## config.mk

```make
export PLATFORM = sky130hd
export DESIGN_NAME = debounce_fsm
export DESIGN_NICKNAME = d
export VERILOG_FILES = /design/src/rtl/debounce_fsm.sv
export SDC_FILE = /design/constraint.sdc
export NUM_CORES = 1
export LEC_CHECK = 0
export BUFFER_PORTS_ARGS = -buffer_cell sky130_fd_sc_hd__buf_2
export CAP_MARGIN = 20
export CELL_PAD_IN_SITES_DETAIL_PLACEMENT = 2
export CELL_PAD_IN_SITES_GLOBAL_PLACEMENT = 2
export CORE_UTILIZATION = 33
export DETAILED_ROUTE_END_ITERATION = 16
export PLACE_DENSITY = 0.76
export SYNTH_ARGS = -nofsm -noshare
export SYNTH_HDL_FRONTEND = slang
export SYNTH_SLANG_ARGS = --single-unit
```

## constraint.sdc

```tcl
create_clock -name clk -period 1.5 [get_ports clk]
set_input_delay 0.3 -clock clk [delete_from_list [all_inputs] [get_ports clk]]
set_output_delay 0.3 -clock clk [all_outputs]
set_load 0.02 [all_outputs]
```

## src/rtl/debounce_fsm.sv

```systemverilog
// -----------------------------------------------------------------------------
// debounce_fsm
//
// Tick-driven switch/button debouncer. The raw asynchronous input is passed
// through a SYNC_STAGES-deep synchroniser. A candidate change must then stay
// stable for STABLE_TICKS consecutive ticks before the clean level follows it.
// The tick normally comes from a 10 ms ticker. It may also be tied high, and
// then every clock counts as a tick.
//
// Optional feature (compile-time macro DEBOUNCE_PULSE_EN):
//   defined     : db_pulse is a registered 1-clk strobe. It is high in the
//                 cycle where db_level first reads 1 after a rising change.
//   not defined : db_pulse is tied to 0 and no logic is built for it.
//
// Parameters:
//   STABLE_TICKS  ticks of stable input needed to accept a change (>=1)
//   CNT_W         tick-counter width; 2**CNT_W must exceed STABLE_TICKS
//   SYNC_STAGES   synchroniser flop count on btn_in (>=2)
//
// Ports:
//   clk       in   system clock
//   reset     in   asynchronous, active-high reset
//   tick      in   1-clk enable pulse from the ticker
//   btn_in    in   raw, bouncing, asynchronous input
//   db_level  out  debounced level, registered
//   busy      out  high while a candidate change is being qualified
//   db_pulse  out  rising-edge strobe (see DEBOUNCE_PULSE_EN above)
// -----------------------------------------------------------------------------
module debounce_fsm #(
   parameter int STABLE_TICKS = 2,
   parameter int CNT_W        = 4,
   parameter int SYNC_STAGES  = 2
) (
   input  logic clk,
   input  logic reset,
   input  logic tick,
   input  logic btn_in,
   output logic db_level,
   output logic busy,
   output logic db_pulse
);

   typedef enum logic [1:0] {
      IDLE_LO = 2'd0,
      WAIT_HI = 2'd1,
      IDLE_HI = 2'd2,
      WAIT_LO = 2'd3
   } state_t;

   // The counter value that completes a qualification on the next tick.
   localparam logic [CNT_W-1:0] CNT_LAST = CNT_W'(STABLE_TICKS - 1);

   state_t                 state;
   logic [CNT_W-1:0]       cnt;
   logic [SYNC_STAGES-1:0] sync_q;
   logic                   btn_s;

`ifdef DEBOUNCE_PULSE_EN
   logic pulse_q;
`endif

   // -------------------------------------------------------------------------
   // Input synchroniser. btn_in is sampled into bit 0 and shifts toward the
   // MSB, so btn_s lags btn_in by SYNC_STAGES clocks.
   // -------------------------------------------------------------------------
   // NOTE: sequential state is written with non-blocking assignments only.
   //       Each flop then samples the value its neighbour held before the
   //       edge, which is what makes this a shift chain.
   always_ff @(posedge clk or posedge reset) begin
      if (reset) begin
         sync_q <= '0;
      end else begin
         sync_q <= {sync_q[SYNC_STAGES-2:0], btn_in};
      end
   end

   assign btn_s = sync_q[SYNC_STAGES-1];

   // -------------------------------------------------------------------------
   // Debounce FSM. Each clock allows at most one transition. In a WAIT state,
   // a reversal of btn_s takes priority over a tick arriving in the same
   // clock. A candidate that reverses at the moment it would have completed
   // is therefore rejected.
   // -------------------------------------------------------------------------
   always_ff @(posedge clk or posedge reset) begin
      if (reset) begin
         state    <= IDLE_LO;
         cnt      <= '0;
         db_level <= 1'b0;
`ifdef DEBOUNCE_PULSE_EN
         pulse_q  <= 1'b0;
`endif
      end else begin
`ifdef DEBOUNCE_PULSE_EN
         pulse_q <= 1'b0;
`endif
         case (state)
            IDLE_LO: begin
               if (btn_s) begin
                  state <= WAIT_HI;
                  cnt   <= '0;
               end
            end

            WAIT_HI: begin
               if (!btn_s) begin
                  state <= IDLE_LO;
                  cnt   <= '0;
               end else if (tick) begin
                  if (cnt == CNT_LAST) begin
                     state    <= IDLE_HI;
                     db_level <= 1'b1;
                     cnt      <= '0;
`ifdef DEBOUNCE_PULSE_EN
                     pulse_q  <= 1'b1;
`endif
                  end else begin
                     cnt <= cnt + CNT_W'(1);
                  end
               end
            end

            IDLE_HI: begin
               if (!btn_s) begin
                  state <= WAIT_LO;
                  cnt   <= '0;
               end
            end

            WAIT_LO: begin
               if (btn_s) begin
                  state <= IDLE_HI;
                  cnt   <= '0;
               end else if (tick) begin
                  if (cnt == CNT_LAST) begin
                     state    <= IDLE_LO;
                     db_level <= 1'b0;
                     cnt      <= '0;
                  end else begin
                     cnt <= cnt + CNT_W'(1);
                  end
               end
            end

            default: begin
               state <= IDLE_LO;
               cnt   <= '0;
            end
         endcase
      end
   end

   // busy is decoded directly from the state register, so it is glitch-free
   // and changes on the same edge that db_level does.
   assign busy = (state == WAIT_HI) | (state == WAIT_LO);

`ifdef DEBOUNCE_PULSE_EN
   assign db_pulse = pulse_q;
`else
   assign db_pulse = 1'b0;
`endif

endmodule

```

# [Yosys cells after proc, flatten, opt, wreduce, memory -nomap -nowiden]
# Index checks and enable logic that the tools add are counted.
# W data, S select, Z words.
[word_totals] register_bits=9 wordCells=50 mem_bits_ro=0 in_bits=4 latch_bits=0 memories=0 output_inout_bits=3 mem_bits_rw=0
[op_classes] n_mux=23 shifts=0 n_eq_ne=16 n_addsub=1 reduce_logical=5 div=0 bitwise_logic=1 order_cmp=0 mul=0
[ops] op="$mux W4" count=6
[ops] op="$mux W2" count=8
[ops] op="$ne A2 B2 Y1 const B" count=8
[ops] op="$pmux W4 S4" count=1
[ops] op="$ne A3 B3 Y1 const B" count=4
[ops] op="$pmux W2 S4" count=1
[ops] op="$reduce_and A7 Y1" count=1
[ops] op="$mux W1" count=6
[ops] op="$reduce_and A6 Y1" count=1
[ops] op="$add A4 B1 Y4 const B" count=1
[ops] op="$eq A2 B2 Y1 const B" count=2
[ops] op="$eq A4 B1 Y1 const B" count=1
[ops] op="$eq A2 B1 Y1 const B" count=1
[ops] op="$logic_not A2 Y1" count=1
[ops] op="$pmux W1 S2" count=1
[ops] op="$reduce_and A2 Y1" count=1
[ops] op="$reduce_bool A2 Y1" count=1
[ops] op="$or A1 B1 Y1" count=1

# [Longest topological paths before layout]
# Gate-level depths: netlist of run 1.
[depth] depth_word=5 ltp_mapped=5 depth_no_buf=5

# [Worst setup path after synthesis of run 1]
# OpenSTA, ideal clock, no wires.
[synth_timing] path_type="reg2reg" startpoint="reg cnt[1]" endpoint="reg with a tool-made name" n_path_buf=0 setup_ns=0.127 arrival_ns=1.250 path_slack_ns=0.123 path_stages_with_launch=6 path_cell_list="dfrtp_1 > inv_1 > ha_1 > nor2b_1 > and3_4 > mux2_1"
[synth_lines] element="start: declaration" line_no="54" rtl="logic [CNT_W-1:0] cnt;"
[synth_lines] element="start signal: assignment" line_no="118" rtl="cnt <= cnt + CNT_W'(1);"
[synth_lines] element="start signal: assignment" line_no="140" rtl="cnt <= cnt + CNT_W'(1);"

==> metrics, run 1 <==
run status complete, no violations; number of storage elements in the synthesis netlist 9; count of input and output buffers 5; H-tree depth 1; final count of pins violating max slew 0; portion of the clock cycle consumed by the worst path in the final layout 0.9651; Via-to-Cell Ratio 5.479; proportion of netlist area held by the largest area contributor 0.4557; Post-Synthesis Mean Instance Area 10.74 sq um; setup repair after global routing missed its margin false; vias after detailed routing 389; Post-Syn Instances 46; Post-DRT Antenna Nets 0; Top Ports 7; critical path capture point type flip-flop; Die Height 40.70 microns; flip-flop and latch area 225.2 sq um; Post-synth ARST share 1.000; TritonCTS buffer count 3; number of flops mapped to enable cells by yosys 0; critical-path maximum fanout 3; Worst path slowest cell sky130_fd_sc_hd__dfrtp_1; Top delay family on crit path flip-flops; remaining global-route overflow 0; vias in the first global route 438; peak supply drop 0.6064 mV; number of unique standard cell types used by synthesis 25; maximum single-stage delay on the critical path 0.40 ns; total power divided by cell area 1604 mW/mm^2; number of antenna violations at the first check in global routing 0; critical path data required time 1.65 ns; Routed Wire Length 1407 microns; minimum clock period 1.448 ns; crit path launch type flip-flop; DRC marker count from the first detailed-route iteration 3; post-layout worst setup margin 0.05234 ns; std cell rows 13; most used standard cell by instance count after synthesis sky130_fd_sc_hd__dfrtp_1; placed wire-length estimate after detailed placement 956.2 microns; cell area after technology mapping 494.2 sq um; clock tree from TritonCTS built; ratio of cells with drive above 1 in the final layout 0.3929; skew final 0.006816 ns; global-route wire length before repair 2042 microns; clock-pin transition on the worst setup and hold timing paths 0.07 ns; area used by multi-input combinational logic 265.3 sq um; die width 40.70 microns; cell chain of the critical path inv_2 > ha_2 > nor2b_4 > and3_4 > mux2_4; latest clock arrival within the worst-skew pair 0.27 ns; post-place setup slack 0.04147 ns; detailed-route wire length per cell 19.82 microns; library cell used as clock root buffer sky130_fd_sc_hd__clkbuf_4; synth-to-layout area growth 22.53%; top cells by count, synth sky130_fd_sc_hd__dfrtp_1 (9), sky130_fd_sc_hd__nor2b_1 (5), sky130_fd_sc_hd__inv_1 (3), sky130_fd_sc_hd__nand2_1 (3), sky130_fd_sc_hd__o22ai_1 (3); TritonCTS Sinks 9; Syn. warnings 0; total global-route track usage 0.1989; total nets after synthesis 52; Yosys top cell by area sky130_fd_sc_hd__dfrtp_1; kind of critical path reg2reg; critical path buffer and inverter count 1; weighted congestion at the end of routability-driven global placement 0.7468; area enclosed by the die boundary 0.001656 sq mm; Starting Density 0.3661; Hold Fails Final Rpt 0; Core Footprint 0.001350 sq mm; cells taking the most area after synthesis sky130_fd_sc_hd__dfrtp_1 (46%), sky130_fd_sc_hd__nor2b_1 (6.3%), sky130_fd_sc_hd__ha_1 (5.1%); sequential fraction of the synthesis area 0.4557; maximum number of pins on one net before global-route repair 10; Fill cells 143; final layout net count 63; maximum number of buffers from clock root to sink 2; DR DRC count 0; most used flip-flop cell after synthesis sky130_fd_sc_hd__dfrtp_1; First-pass DRT Iterations 3; number of max-capacitance violations reported 0; antenna diode instance count 0; final setup violating endpoints 0; path type of the worst min-delay path in2reg; Max Clk Rate 0.6908 GHz; leakage dissipation 0.2772 nW; Arrival @ worst endpoint 1.59 ns; setup total negative slack 0 ns
power by group:
group / switching (mW) / total [mW] / leakage, nW / internal [mW]
Combinational: 0.231 / 0.437 / 0.143 / 0.206
Sequential: 0.0501 / 0.340 / 0.116 / 0.290
Clock: 0.0958 / 0.194 / 0.0177 / 0.0985
metal layers:
metal	vias to the layer above	GRT usage	part of all wire
met3	4	0.05978	0.029
met1	193	0.2033	0.43
met2	10	0.3452	0.52
li1	182	-	-
met4	0	0.1333	0.022
met5	-	0	0
final cells by class:
cell class / count / area share
multi-input combinational: 31 / 0.4380
sequential: 9 / 0.3719
timing repair buffer: 9 / 0.09504
clock buffer: 3 / 0.03719
tap: 15 / 0.03099
inverter: 3 / 0.01860
clock inverter: 1 / 0.008264
layout by cell type (no fill, tap or decap), types with 2 or more instances in the layout:
cell type,instances
sky130_fd_sc_hd__nand4_1,2
sky130_fd_sc_hd__nand2_1,3
sky130_fd_sc_hd__inv_1,2
sky130_fd_sc_hd__o22ai_1,3
sky130_fd_sc_hd__buf_2,5
sky130_fd_sc_hd__dfrtp_1,9
sky130_fd_sc_hd__buf_4,3
sky130_fd_sc_hd__clkbuf_4,3
sky130_fd_sc_hd__nor2b_1,4
through the flow:
stage          utilization  power [mW]  area, sq um  hold slack [ns]  instances
6_report            0.4486      0.9716        605.6           0.1391         71
3_5_place_dp        0.4041      0.7301        545.5           0.2933         66
4_1_cts             0.4319      0.9408        583.1           0.1322         71
2_1_floorplan            -      0.5951        494.2           0.1279         46
5_1_grt             0.4486       1.029        605.6           0.1231         71
3_3_place_gp        0.4041      0.6883        545.5           0.2689         66
kinds of logic after synthesis:
| group | share of synthesized area |
|---|---|
| AND/OR/NAND/NOR | 0.1873 |
| XOR/XNOR | 0.05065 |
| buffers and inverters | 0.05317 |
| other | 0.007588 |
| multiplexers | 0.04304 |
| AO/OA/AOI/OAI | 0.1519 |
| adder cells (fa/ha/maj) | 0.05062 |
| flip-flops | 0.4557 |
worst reg2reg max path, cell delays in order, from the launching register on:
cell and delay, ns:
sky130_fd_sc_hd__dfrtp_1 0.40, sky130_fd_sc_hd__inv_2 0.07, sky130_fd_sc_hd__ha_2 0.18, sky130_fd_sc_hd__nor2b_4 0.15
sky130_fd_sc_hd__and3_4 0.22, sky130_fd_sc_hd__mux2_4 0.30
repair_timing:
item                                    4_1_cts  5_1_grt
hold buffers                                  1        0
setup buffers                                 0        0
endpoints found under the setup margin        0        3
resized for setup                             0        7
hold endpoints to repair                      6        0
path summary, 6_finish.rpt:
| path | cells past startpoint | endpoint | slack [ns] | startpoint |
|---|---|---|---|---|
| max | 5 | flip-flop | 0.05 | cnt[1]$_DFFE_PP0P_ |
| min | 1 | sync_q[0]$_DFF_PP0_ | 0.14 | btn_in |
| max reg2reg | 5 | flip-flop | 0.05 | cnt[1]$_DFFE_PP0P_ |
| min reg2reg | 0 | sync_q[1]$_DFF_PP0_ | 0.35 | sync_q[0]$_DFF_PP0_ |
| max in group asynchronous | 3 | asynchronous set/reset pin | 0.67 | reset |
| min in group asynchronous | 3 | cnt[3]$_DFFE_PP0P_ | 0.55 | reset |
Note: power is estimated with default switching activity, not from simulation.
==> inputs of run 2 (changes only) <==
--- a/config.mk
+++ b/config.mk
@@ -5,13 +5,14 @@
 export SDC_FILE = /design/constraint.sdc
 export NUM_CORES = 1
 export LEC_CHECK = 0
-export BUFFER_PORTS_ARGS = -buffer_cell sky130_fd_sc_hd__buf_2
+export BUFFER_PORTS_ARGS = -buffer_cell sky130_fd_sc_hd__buf_4
 export CAP_MARGIN = 20
 export CELL_PAD_IN_SITES_DETAIL_PLACEMENT = 2
 export CELL_PAD_IN_SITES_GLOBAL_PLACEMENT = 2
 export CORE_UTILIZATION = 33
 export DETAILED_ROUTE_END_ITERATION = 16
 export PLACE_DENSITY = 0.76
+export SETUP_SLACK_MARGIN = 0.15
 export SYNTH_ARGS = -nofsm -noshare
 export SYNTH_HDL_FRONTEND = slang
 export SYNTH_SLANG_ARGS = --single-unit
==> run 2 against run 1 <==
Effect of this change:
- register-to-register slack gained 0.09 ns
- via count grew 3.9%
- cell count grew 4.2%
- non-clock buffer count grew 3
==> metrics, run 2 (synthesis gave the netlist of run 1 again) <==
H-tree depth 1; Arrival @ worst endpoint 1.54 ns; maximum number of pins on one net before global-route repair 10; maximum number of buffers from clock root to sink 2; total global-route track usage 0.2278; setup repair after global routing missed its margin true; final setup violating endpoints 0; Fill cells 137; total power divided by cell area 1573 mW/mm^2; critical-path maximum fanout 2; Starting Density 0.3661; Top Ports 7; global-route wire length before repair 2221 microns; crit path launch type flip-flop; Via-to-Cell Ratio 5.459; number of antenna violations at the first check in global routing 0; portion of the clock cycle consumed by the worst path in the final layout 0.9076; Die Height 40.70 microns; leakage dissipation 0.2951 nW; final layout net count 66; met3 Usage GRT 0.08152; skew final 0.002442 ns; Core Footprint 0.001350 sq mm; Register-to-Register Path Depth 6; leading cell type in the layout, fill and taps excluded sky130_fd_sc_hd__buf_4; DRC marker count from the first detailed-route iteration 3; critical path capture point type flip-flop; Max Clk Rate 0.7346 GHz; global routing's busiest layer met2; library cell used as clock root buffer sky130_fd_sc_hd__clkbuf_4; Routed Wire Length 1408 microns; weighted congestion at the end of routability-driven global placement 0.8347; final total power 1.051 mW; std cell rows 13; area enclosed by the die boundary 0.001656 sq mm; commonest cells after routing, fill and taps aside sky130_fd_sc_hd__buf_4 (11), sky130_fd_sc_hd__dfrtp_1 (9), sky130_fd_sc_hd__nor2b_1 (4); number of max-capacitance violations reported 0; detailed-route wire length per cell 19.03 microns; path type of the worst min-delay path in2reg; worst hold path stage count 1; vias after detailed routing 404; antenna diode instance count 0; number of placed instances with taps included 66; Post-DRT Antenna Nets 0; placed wire-length estimate after detailed placement 961.4 microns; synth-to-layout area growth 35.19%; Hold Fails Final Rpt 0; kind of critical path reg2reg; remaining global-route overflow 0; met1 Usage GRT 0.2315; critical path data required time 1.68 ns; TritonCTS buffer count 3; run status complete, no violations; clock-pin transition on the worst setup and hold timing paths 0.07 ns; ratio of cells with drive above 1 in the final layout 0.4576; DR DRC count 0; die width 40.70 microns; grt met2 use 0.3730; peak supply drop 0.6665 mV; minimum clock period 1.361 ns; First-pass DRT Iterations 2; vias in the first global route 471; clock tree from TritonCTS built; setup total negative slack 0 ns; count of placed standard cells in the final layout, fillers left out 74; final count of pins violating max slew 0; TritonCTS Sinks 9; count of input and output buffers 5; latest clock arrival within the worst-skew pair 0.28 ns
-- run 2: changes by cell type in the layout (fill, tap and decap cells not counted) --
cell / before / now
sky130_fd_sc_hd__buf_2: 5 / 0
sky130_fd_sc_hd__ha_1: 1 / 0
sky130_fd_sc_hd__ha_4: 0 / 1
sky130_fd_sc_hd__a21oi_2: 0 / 1
sky130_fd_sc_hd__xnor2_4: 0 / 1
sky130_fd_sc_hd__buf_4: 3 / 11
sky130_fd_sc_hd__a21oi_1: 1 / 0
sky130_fd_sc_hd__xnor2_2: 1 / 0
-- run 2: path summary, 6_finish.rpt --
check,start,endpoint,slack (ns)
worst min-delay path,btn_in,sync_q[0]$_DFF_PP0_,0.12
max in group asynchronous,reset,cnt[2]$_DFFE_PP0P_,0.70
worst max-delay path,cnt[1]$_DFFE_PP0P_,db_level$_DFFE_PP0P_,0.14
min in group asynchronous,reset,asynchronous set/reset pin,0.54
worst max register to register,cnt[1]$_DFFE_PP0P_,db_level$_DFFE_PP0P_,0.14
worst min register to register,sync_q[0]$_DFF_PP0_,sync_q[1]$_DFF_PP0_,0.36
-- run 2: report_power, final --
group / switching, mW / internal, mW / total [mW]
Clock: 0.107 / 0.0991 / 0.207
Sequential: 0.0585 / 0.289 / 0.348
Combinational: 0.242 / 0.255 / 0.497
Total: 0.408 / 0.643 / 1.05
-- run 2: cell type report --
class / count / area, sq um / share of cell area
multi-input combinational: 31 / 292.8 / 0.4382
clock buffer: 3 / 22.52 / 0.03371
sequential: 9 / 225.2 / 0.3371
timing repair buffer: 12 / 92.59 / 0.1386
tap: 15 / 18.77 / 0.02809
clock inverter: 1 / 5.005 / 0.007491
inverter: 3 / 11.26 / 0.01685
-- run 2: metrics by stage --
step | setup WS (ns) | util | hold WS, ns | cell area (sq um)
after floorplan | 0.1504 | - | 0.1279 | 501.7
after global placement | 0.1344 | 0.4189 | 0.2760 | 565.5
after detailed placement | 0.04583 | 0.4189 | 0.2956 | 565.5
after CTS | 0.1493 | 0.4791 | 0.1193 | 646.9
after global routing | 0.06590 | 0.4949 | 0.1159 | 668.1
final | 0.1387 | 0.4949 | 0.1230 | 668.1
-- run 2: repair_timing --
action | in CTS | in global routing
endpoints found under the hold margin | 9 | 0
pin swaps | 3 | 1
setup buffers | 2 | 1
hold buffers | 1 | 0
setup endpoints to repair | 4 | 6
resized for setup | 7 | 2
-- run 2: critical path, stage by stage, from the launching register on --
cell                       delay [ns]
sky130_fd_sc_hd__dfrtp_1         0.37
sky130_fd_sc_hd__inv_2           0.07
sky130_fd_sc_hd__ha_4            0.15
sky130_fd_sc_hd__nor2b_4         0.12
sky130_fd_sc_hd__and3_4          0.18
sky130_fd_sc_hd__buf_4           0.14
sky130_fd_sc_hd__a221oi_2        0.24
-- run 2: routing by layer --
layer	wire length, microns	share of wire
met5	0	0
met1	554	0.39
met3	61	0.043
met2	716	0.51
met4	74	0.053
==> inputs of run 3 (changes only) <==
==> config.mk (replaced) <==
export PLATFORM = sky130hd
export DESIGN_NAME = debounce_fsm
export DESIGN_NICKNAME = d
export VERILOG_FILES = /design/src/rtl/debounce_fsm.sv
export SDC_FILE = /design/constraint.sdc
export NUM_CORES = 1
export LEC_CHECK = 0
export CAP_MARGIN = 20
export CELL_PAD_IN_SITES_DETAIL_PLACEMENT = 2
export CELL_PAD_IN_SITES_GLOBAL_PLACEMENT = 2
export CORE_UTILIZATION = 36
export DETAILED_ROUTE_END_ITERATION = 16
export DONT_BUFFER_PORTS = 1
export PLACE_DENSITY = 0.75
export SETUP_SLACK_MARGIN = 0.15
export SYNTH_ARGS = -nofsm -noshare
export SYNTH_HDL_FRONTEND = slang
export SYNTH_SLANG_ARGS = --single-unit
==> run 3 against run 2 <==
Effect of this change:
- non-clock buffer count decreased by 5
- cell count fell by 8.1%
- clock skew down 0.0013 ns
- combinational power decreased by 11%
- largest power group unchanged
- first-iteration DRC count is 100% higher
- utilization rose by 3.0 points
==> metrics, run 3 (synthesis gave the netlist of run 1 again) <==
run status complete, no violations; Max Clk Rate 0.7345 GHz; count of placed standard cells in the final layout, fillers left out 68; peak supply drop 0.7734 mV; final count of pins violating max slew 0; latest clock arrival within the worst-skew pair 0.26 ns; Arrival @ worst endpoint 1.51 ns; critical path data required time 1.65 ns; antenna diode instance count 0; Routed Wire Length 1353 microns; DR DRC count 0; number of max-capacitance violations reported 0; global-route wire length before repair 2056 microns; Via-to-Cell Ratio 5.353; portion of the clock cycle consumed by the worst path in the final layout 0.9077; library cell used as clock root buffer sky130_fd_sc_hd__clkbuf_4; leading cell type in the layout, fill and taps excluded sky130_fd_sc_hd__dfrtp_1; switching part of the total power 0.3813; H-tree depth 1; kind of critical path reg2reg; Post-DRT Antenna Nets 0; Non-Filler Cell Area, Final 623.1 sq um; maximum number of buffers from clock root to sink 2; worst hold path stage count 0; minimum clock period 1.361 ns; post-placement cell area 519.2 sq um; number of placed instances with taps included 59; placed wire-length estimate after detailed placement 939.4 microns; count of input and output buffers 0; sequential share of power 0.356; setup repair after global routing missed its margin true; Top Ports 7; DRC marker count from the first detailed-route iteration 6; area enclosed by the die boundary 0.001525 sq mm; total global-route track usage 0.2201; Hold Fails Final Rpt 0; ratio of cells with drive above 1 in the final layout 0.3889; leakage dissipation 0.2735 nW; First-pass DRT Iterations 3; commonest cells after routing, fill and taps aside sky130_fd_sc_hd__dfrtp_1 (9), sky130_fd_sc_hd__buf_4 (6), sky130_fd_sc_hd__nor2b_1 (4); final layout net count 61; total power divided by cell area 1575 mW/mm^2; detailed-route wire length per cell 19.90 microns; crit path launch type flip-flop; flip-flop and latch area 225.2 sq um; vias in the first global route 413; final setup violating endpoints 0; vias after detailed routing 364; die width 39.05 microns; critical path capture point type flip-flop; std cell rows 12; setup total negative slack 0 ns; clock-pin transition on the worst setup and hold timing paths 0.06 ns; post-layout worst setup margin 0.1385 ns; area used by multi-input combinational logic 286.5 sq um; Core Footprint 0.001186 sq mm; logic gate share of total power 0.449; Starting Density 0.4167; final total power 981.4 uW; Clock Power Share 0.195; Switch Pwr 374.2 uW; remaining global-route overflow 0; post-layout utilization of the core 0.5253; Register-to-Register Path Depth 5; Fill cells 118; post-place setup slack -0.02101 ns; synth-to-layout area growth 26.08%; skew final 0.001105 ns; path type of the worst min-delay path in2reg; maximum number of pins on one net before global-route repair 10; number of antenna violations at the first check in global routing 0; weighted congestion at the end of routability-driven global placement 0.8087; clock tree from TritonCTS built; internal cell power 607.2 uW; critical-path maximum fanout 3; TritonCTS buffer count 3; TritonCTS Sinks 9; Die Height 39.05 microns; Hold Worst Slack 0.05919 ns
## run 3: critical path, cell delays in order, from the launching register on
cell and delay [ns]:
sky130_fd_sc_hd__dfrtp_1 0.40, sky130_fd_sc_hd__inv_2 0.08, sky130_fd_sc_hd__ha_4 0.12, sky130_fd_sc_hd__or3b_4 0.41, sky130_fd_sc_hd__a21oi_4 0.15, sky130_fd_sc_hd__o22ai_1 0.08
## run 3: final timing paths
path / to / slack (ns) / from
min: sync_q[0]$_DFF_PP0_ / 0.06 / btn_in
min in group asynchronous: sync_q[0]$_DFF_PP0_ / 0.46 / reset
max: cnt[0]$_DFFE_PP0P_ / 0.14 / cnt[1]$_DFFE_PP0P_
min reg2reg: sync_q[1]$_DFF_PP0_ / 0.36 / sync_q[0]$_DFF_PP0_
max in group asynchronous: sync_q[1]$_DFF_PP0_ / 0.78 / reset
max reg2reg: cnt[0]$_DFFE_PP0P_ / 0.14 / cnt[1]$_DFFE_PP0P_
## run 3: repair_timing
action / in CTS / in global routing
endpoints found under the setup margin: 5 / 5
pin swaps: 4 / 2
endpoints found under the hold margin: 9 / 0
resized for setup: 8 / 0
hold buffers: 1 / 0
setup buffers: 4 / 0
## run 3: power by group through the flow
stage	Combinational [mW]	Clock [mW]	Sequential, mW
final	0.441	0.192	0.349
after floorplan	0.248	0	0.354
after detailed placement	0.349	0	0.353
after CTS	0.443	0.197	0.349
after global placement	0.325	0	0.341
after global routing	0.474	0.209	0.354
## run 3: cell type report
cell class | count | area share
Multi-Input combinational cell | 31 | 0.4598
Sequential cell | 9 | 0.3614
Timing Repair Buffer | 7 | 0.08835
Clock buffer | 3 | 0.03614
Tap cell | 14 | 0.02811
Inverter | 3 | 0.01807
Clock inverter | 1 | 0.008032
## run 3: routing by layer
metal	wire, microns	track usage	vias up
met5	0	0	-
met2	711	0.3875	9
met4	0	0.02586	0
li1	-	-	174
met3	49	0.09827	0
met1	592	0.2482	181
